`config.mk`:
```
export PLATFORM = sky130hd
export DESIGN_NAME = core_stage_sequencer
export DESIGN_NICKNAME = d
export VERILOG_FILES = /design/src/rtl/core_stage_sequencer.sv
export SDC_FILE = /design/constraint.sdc
export NUM_CORES = 1
export LEC_CHECK = 0
export ABC_CLOCK_PERIOD_IN_PS = 2700
export BUFFER_PORTS_ARGS = -buffer_cell sky130_fd_sc_hd__buf_2
export CELL_PAD_IN_SITES_DETAIL_PLACEMENT = 1
export CELL_PAD_IN_SITES_GLOBAL_PLACEMENT = 1
export CORE_MARGIN = 2
export CORE_UTILIZATION = 43
export CTS_BUF_LIST = sky130_fd_sc_hd__clkbuf_2 sky130_fd_sc_hd__clkbuf_4 sky130_fd_sc_hd__clkbuf_8
export CTS_CLUSTER_SIZE = 10
export DETAILED_ROUTE_END_ITERATION = 8
export GPL_TIMING_DRIVEN = 1
export PLACE_DENSITY = 0.86
export SETUP_SLACK_MARGIN = 0.4
export SLEW_MARGIN = 20
export SYNTH_ARGS = -nofsm -noshare
export SYNTH_HDL_FRONTEND = slang
export SYNTH_SLANG_ARGS = --single-unit
```
`constraint.sdc`:
```
create_clock -name clk -period 2.7 [get_ports clk]
set_input_delay 0.54 -clock clk [delete_from_list [all_inputs] [get_ports clk]]
set_output_delay 0.54 -clock clk [all_outputs]
set_load 0.005 [all_outputs]
```
`src/rtl/core_stage_sequencer.sv`:
```
// core_stage_sequencer
// Walks the enabled subset of the eight core_top compute stages (Q_GEN..FFN1)
// in ascending order. For each stage it programs control_state with a
// control_state_update pulse, waits SETTLE_CYC cycles, pulses core_start,
// waits for core_finish and reports the measured stage cycle count.
//
// Optional feature: define SEQ_WATCHDOG_EN to enable the per-stage watchdog
// (timeout_cyc, seq_err, err_stage). Without it timeout_cyc is ignored and
// seq_err / err_stage are tied low.
//
// Ports
//   clk, rst              clock, synchronous active-high reset
//   seq_start, seq_abort  sequence start pulse / abort level
//   stage_mask            bit i enables stage code i+1 (sampled on start)
//   timeout_cyc           watchdog limit, 0 = off (sampled on start)
//   seq_busy, seq_done    sequence status
//   seq_err, err_stage    watchdog error flag and offending stage code
//   control_state(_update), core_start, core_finish   core_top handshake
//   stat_vld, stat_stage, stat_cycles                  per-stage result
module core_stage_sequencer #(
  parameter int unsigned SETTLE_CYC = 1,
  parameter int unsigned CNT_W      = 32,
  parameter int unsigned TIMEOUT_W  = 20
) (
  input  logic                 clk,
  input  logic                 rst,
  input  logic                 seq_start,
  input  logic                 seq_abort,
  input  logic [7:0]           stage_mask,
  input  logic [TIMEOUT_W-1:0] timeout_cyc,
  output logic                 seq_busy,
  output logic                 seq_done,
  output logic                 seq_err,
  output logic [3:0]           err_stage,
  output logic [31:0]          control_state,
  output logic                 control_state_update,
  output logic                 core_start,
  input  logic                 core_finish,
  output logic                 stat_vld,
  output logic [3:0]           stat_stage,
  output logic [CNT_W-1:0]     stat_cycles
);

  localparam logic [2:0] StIdle   = 3'd0;
  localparam logic [2:0] StPick   = 3'd1;
  localparam logic [2:0] StUpdate = 3'd2;
  localparam logic [2:0] StSettle = 3'd3;
  localparam logic [2:0] StStart  = 3'd4;
  localparam logic [2:0] StWait   = 3'd5;
  localparam logic [2:0] StReport = 3'd6;
  localparam logic [2:0] StDone   = 3'd7;

  logic [2:0]       state_q, state_d;
  logic [7:0]       pend_q, pend_d;
  logic [2:0]       idx_q, idx_d;
  logic [31:0]      settle_q, settle_d;
  logic [CNT_W-1:0] cnt_q, cnt_d, cnt_inc;
  logic [CNT_W-1:0] stat_cycles_q, stat_cycles_d;
  logic [2:0]       low_idx;
  logic [3:0]       cur_stage, next_stage;
  logic             timeout_hit;

  assign cur_stage  = {1'b0, idx_q} + 4'd1;
  assign next_stage = {1'b0, idx_d} + 4'd1;
  assign cnt_inc    = (&cnt_q) ? cnt_q : cnt_q + 1'b1;
  assign stat_cycles = stat_cycles_q;

`ifdef SEQ_WATCHDOG_EN
  localparam int unsigned CmpW = (CNT_W > TIMEOUT_W) ? CNT_W : TIMEOUT_W;

  logic [TIMEOUT_W-1:0] timeout_q, timeout_d;
  logic                 err_q, err_d;
  logic [3:0]           err_stage_q, err_stage_d;

  // Compare against the incremented count so the limit covers this cycle.
  assign timeout_hit = (timeout_q != '0) && (CmpW'(cnt_inc) == CmpW'(timeout_q));
  assign seq_err     = err_q;
  assign err_stage   = err_stage_q;
`else
  logic unused_timeout;
  assign unused_timeout = ^timeout_cyc;
  assign timeout_hit    = 1'b0;
  assign seq_err        = 1'b0;
  assign err_stage      = 4'd0;
`endif

  // Lowest pending stage wins: scan downwards so the last hit is the lowest.
  always_comb begin
    low_idx = 3'd0;
    for (int i = 7; i >= 0; i--) begin
      if (pend_q[i]) low_idx = 3'(i);
    end
  end

  always_comb begin
    state_d       = state_q;
    pend_d        = pend_q;
    idx_d         = idx_q;
    settle_d      = settle_q;
    cnt_d         = cnt_q;
    stat_cycles_d = stat_cycles_q;
`ifdef SEQ_WATCHDOG_EN
    timeout_d     = timeout_q;
    err_d         = err_q;
    err_stage_d   = err_stage_q;
`endif
    if (seq_abort && (state_q != StIdle) && (state_q != StDone)) begin
      // Abort overrides any finish/timeout this cycle: no stat, no error.
      state_d = StDone;
    end else begin
      case (state_q)
        StIdle: begin
          if (seq_start) begin
            pend_d      = stage_mask;
`ifdef SEQ_WATCHDOG_EN
            timeout_d   = timeout_cyc;
            err_d       = 1'b0;
            err_stage_d = 4'd0;
`endif
            state_d     = StPick;
          end
        end
        StPick: begin
          if (pend_q == 8'd0) begin
            state_d = StDone;
          end else begin
            idx_d   = low_idx;
            state_d = StUpdate;
          end
        end
        StUpdate: begin
          settle_d = 32'd0;
          state_d  = StSettle;
        end
        StSettle: begin
          if (settle_q == SETTLE_CYC - 1) state_d = StStart;
          else settle_d = settle_q + 32'd1;
        end
        StStart: begin
          cnt_d   = '0;
          state_d = StWait;
        end
        StWait: begin
          cnt_d = cnt_inc;
          if (core_finish) begin
            stat_cycles_d = cnt_inc;
            state_d       = StReport;
          end else if (timeout_hit) begin
`ifdef SEQ_WATCHDOG_EN
            err_d       = 1'b1;
            err_stage_d = cur_stage;
`endif
            state_d     = StDone;
          end
        end
        StReport: begin
          pend_d[idx_q] = 1'b0;
          state_d       = StPick;
        end
        StDone:  state_d = StIdle;
        default: state_d = StIdle;
      endcase
    end
  end

  // Outputs are registered from the next state so each pulse lines up with
  // the cycle the FSM occupies the corresponding state.
  always_ff @(posedge clk) begin
    if (rst) begin
      state_q              <= StIdle;
      pend_q               <= 8'd0;
      idx_q                <= 3'd0;
      settle_q             <= 32'd0;
      cnt_q                <= '0;
      stat_cycles_q        <= '0;
      seq_busy             <= 1'b0;
      seq_done             <= 1'b0;
      control_state        <= 32'd0;
      control_state_update <= 1'b0;
      core_start           <= 1'b0;
      stat_vld             <= 1'b0;
      stat_stage           <= 4'd0;
`ifdef SEQ_WATCHDOG_EN
      timeout_q            <= '0;
      err_q                <= 1'b0;
      err_stage_q          <= 4'd0;
`endif
    end else begin
      state_q              <= state_d;
      pend_q               <= pend_d;
      idx_q                <= idx_d;
      settle_q             <= settle_d;
      cnt_q                <= cnt_d;
      stat_cycles_q        <= stat_cycles_d;
      seq_busy             <= (state_d != StIdle);
      seq_done             <= (state_d == StDone);
      control_state_update <= (state_d == StUpdate) || (state_d == StDone);
      core_start           <= (state_d == StStart);
      stat_vld             <= (state_d == StReport);
      if (state_d == StUpdate) control_state <= 32'(next_stage);
      else if (state_d == StDone) control_state <= 32'd0;
      if (state_d == StReport) stat_stage <= cur_stage;
`ifdef SEQ_WATCHDOG_EN
      timeout_q            <= timeout_d;
      err_q                <= err_d;
      err_stage_q          <= err_stage_d;
`endif
    end
  end

endmodule

```
==> reports/results.ini <==
[grt]
track_usage_pct = 23.18
grt_pass1_vias = 6058
antenna_found_initial = 0
overflow = 0
grt_max_degree = 45
grt_first_pass_wirelength_um = 30290

[clock_network]
clk-insertion-delay-late_ps = 460
cts_hold_buf = 0
numCtsBuffers = 17
clk_pin_slew_ps = 80
cts.sinks = 123
h-tree-depth = 4
cts_root_buf = clkbuf_8
cts_buffer_depth = 2
cts_tree = yes

[synthesis]
syn-cell-area_sq_mm = 0.006504
synth_cell_types = 67
syn_inst = 808
synth_edf_count = 0
ys_top_cells_by_area = dfxtp_1, nor2_1, buf_4
syn_avg_cell_area_sq_um = 8.049
synth_top_area_share_pct = 37.86
ys_seq_elements = 123
synth-async-reset-ratio_pct = 0
synth_area_leader_cell = dfxtp_1
synth_flop_cell = dfxtp_1
ys_seq_area_share_pct = 37.86
yosys_warnings = 0

[routing]
avgRoutedWirePerCell_um = 17.78
ant_nets = 0
drtPass1Iterations = 5
viasPerCell = 5.957
drt-total-wl_um = 18950
via_count = 6350
drt_iter0_drc = 423
drc = 0

[floorplan]
start_util_pct = 44.41
die_h_um = 127.0
io_pins = 111
dieArea_sq_mm = 0.01613
num_rows = 44
core-area_sq_mm = 0.01464
die_w_um = 127.0

[pwr]
ir_drop_mv = 0.3209
power.density_mw_per_mm2 = 592.7
finalPower_mw = 4.463
p_leak_nw = 2.640

[job]
maxCapViolCount = 0

[critical_path]
cp_max_fo = 9
worstPathArrival_ps = 2710
startpoint_type = register
cp-end-kind = register
path_class = reg -> reg
cp.required_ps = 3100

[finish]
layout_common_cells = dfxtp_1, nor2_1, nand2_1, buf_2, buf_4
diodes = 0
final_util_pct = 51.42
design_area_sq_mm = 0.007530
syn2layout_area_growth_pct = 15.78
drive_above_1_share_pct = 19.95
final_cells = 1066
final_common_cell = dfxtp_1
nFillCells = 1837
nets = 907

[run_status]
status = completed

[timing]
layout_min_cycle_time_ps = 2314
min_period_over_period_pct = 85.72
maxSlewViolCount = 0
report.final.hold_viol_count = 0
setup_viol = 0
max-slew-margin-rel_pct = 55.36
fin_tns_setup_ps = 0
fmax_mhz = 432.1
rsz0062_at_grt = yes
worst_pin_slew_ps = 663.4
finClkSkew_ps = 13.61

[worst_hold_path]
hold_class = in -> reg

[placement]
placed_cell_area_sq_mm = 0.006978
gp_congestion = 0.8826
dp_hpwl_um = 12820
placed_cells = 1027
port_buffers = 57

## stage by stage
stage	hold WS, ps	worst slack, ps
after floorplan	450.6	387.4
after global placement	433.9	277.4
after detailed placement	436.8	246.2
after CTS	295.8	379.4
after global routing	312.4	320.0
final	315.1	385.6
## report_power, final
group / total, mW / internal (mW) / switching, mW
registers: 1.99 / 1.90 / 0.0950
logic: 0.816 / 0.300 / 0.516
clock network: 1.65 / 0.884 / 0.771
total: 4.46 / 3.08 / 1.38
## cells by family (layout without fill, tap and decap cells)
| group | count (synthesis) | in the layout | synth area share [%] |
|---|---|---|---|
| fa+ha+maj | 5 | 5 | 0.9619 |
| compound gates | 200 | 200 | 20.22 |
| xor+xnor | 36 | 36 | 4.848 |
| buf+inv | 113 | 155 | 8.695 |
| mux | 5 | 5 | 0.7888 |
| flops | 123 | 123 | 37.86 |
| simple gates | 325 | 325 | 26.57 |
| other cells | 1 | 33 | 0.05766 |
## registers in the layout, indices dropped and copies added, names as in the netlist
signal,count
cnt_q,32
control_state,4
control_state_update,1
core_start,1
idx_q,3
pend_q,8
seq_busy,1
seq_done,1
settle_q,32
stat_cycles,32
stat_stage,4
stat_vld,1
state_q,3
## area by class of cell
cell class | instances | area (sq um) | area share (%)
multi-input combinational | 604 | 3681 | 48.89
sequential | 123 | 2490 | 33.07
timing repair buffer | 104 | 661.9 | 8.790
clock buffer | 21 | 276.5 | 3.672
tap | 184 | 230.2 | 3.057
clock inverter | 11 | 118.9 | 1.579
inverter | 19 | 71.32 | 0.9472
## worst paths after layout
check / slack, ps / end / cells after the start / from
worst min register to register: 450 / control_state[0] / 1 / control_state[0]
worst max-delay path: 390 / cnt_q[28] / 6 / cnt_q[12]
worst min-delay path: 320 / pend_q[0] / 3 / stage_mask[0]
worst max register to register: 390 / cnt_q[28] / 6 / cnt_q[12]
## per-layer routing
metal	GRT usage [%]	up-vias	wire, um
met1	28.93	3087	8265
met2	39.44	181	9352
met3	5.318	49	901
met4	8.209	0	431
li1	-	3033	-
met5	0	-	0
## Yosys cell counts (all sizes together), types with 5 or more instances
| cell | n |
|---|---|
| a21oi | 40 |
| nand3 | 21 |
| and3 | 7 |
| nor2b | 9 |
| nor2 | 79 |
| buf | 42 |
| o31ai | 12 |
| a311oi | 15 |
| or3 | 20 |
| nand4 | 29 |
| xnor2 | 20 |
| a21o | 6 |
| o211ai | 9 |
| o21ai | 42 |
| inv | 18 |
| dfxtp | 123 |
| ha | 5 |
| a211oi | 22 |
| or4 | 22 |
| nor4 | 20 |
| and4 | 6 |
| xor2 | 16 |
| nor3 | 16 |
| clkbuf | 52 |
| nand2b | 10 |
| nand2 | 63 |
| a31oi | 26 |
| nand3b | 6 |
## critical path: stages (launching register included)
cell	delay [ps]
dfxtp_4	370
nand4_1	130
or4_4	530
buf_8	150
or4_4	550
or4_1	420
o21ai_1	100
## repair_timing
item / CTS / global route
buffers inserted: 1 / 6
resized for setup: 16 / 22
endpoints found under the setup margin: 23 / 42
pin swaps: 3 / 6
Note: power is estimated with default switching activity, not from simulation.
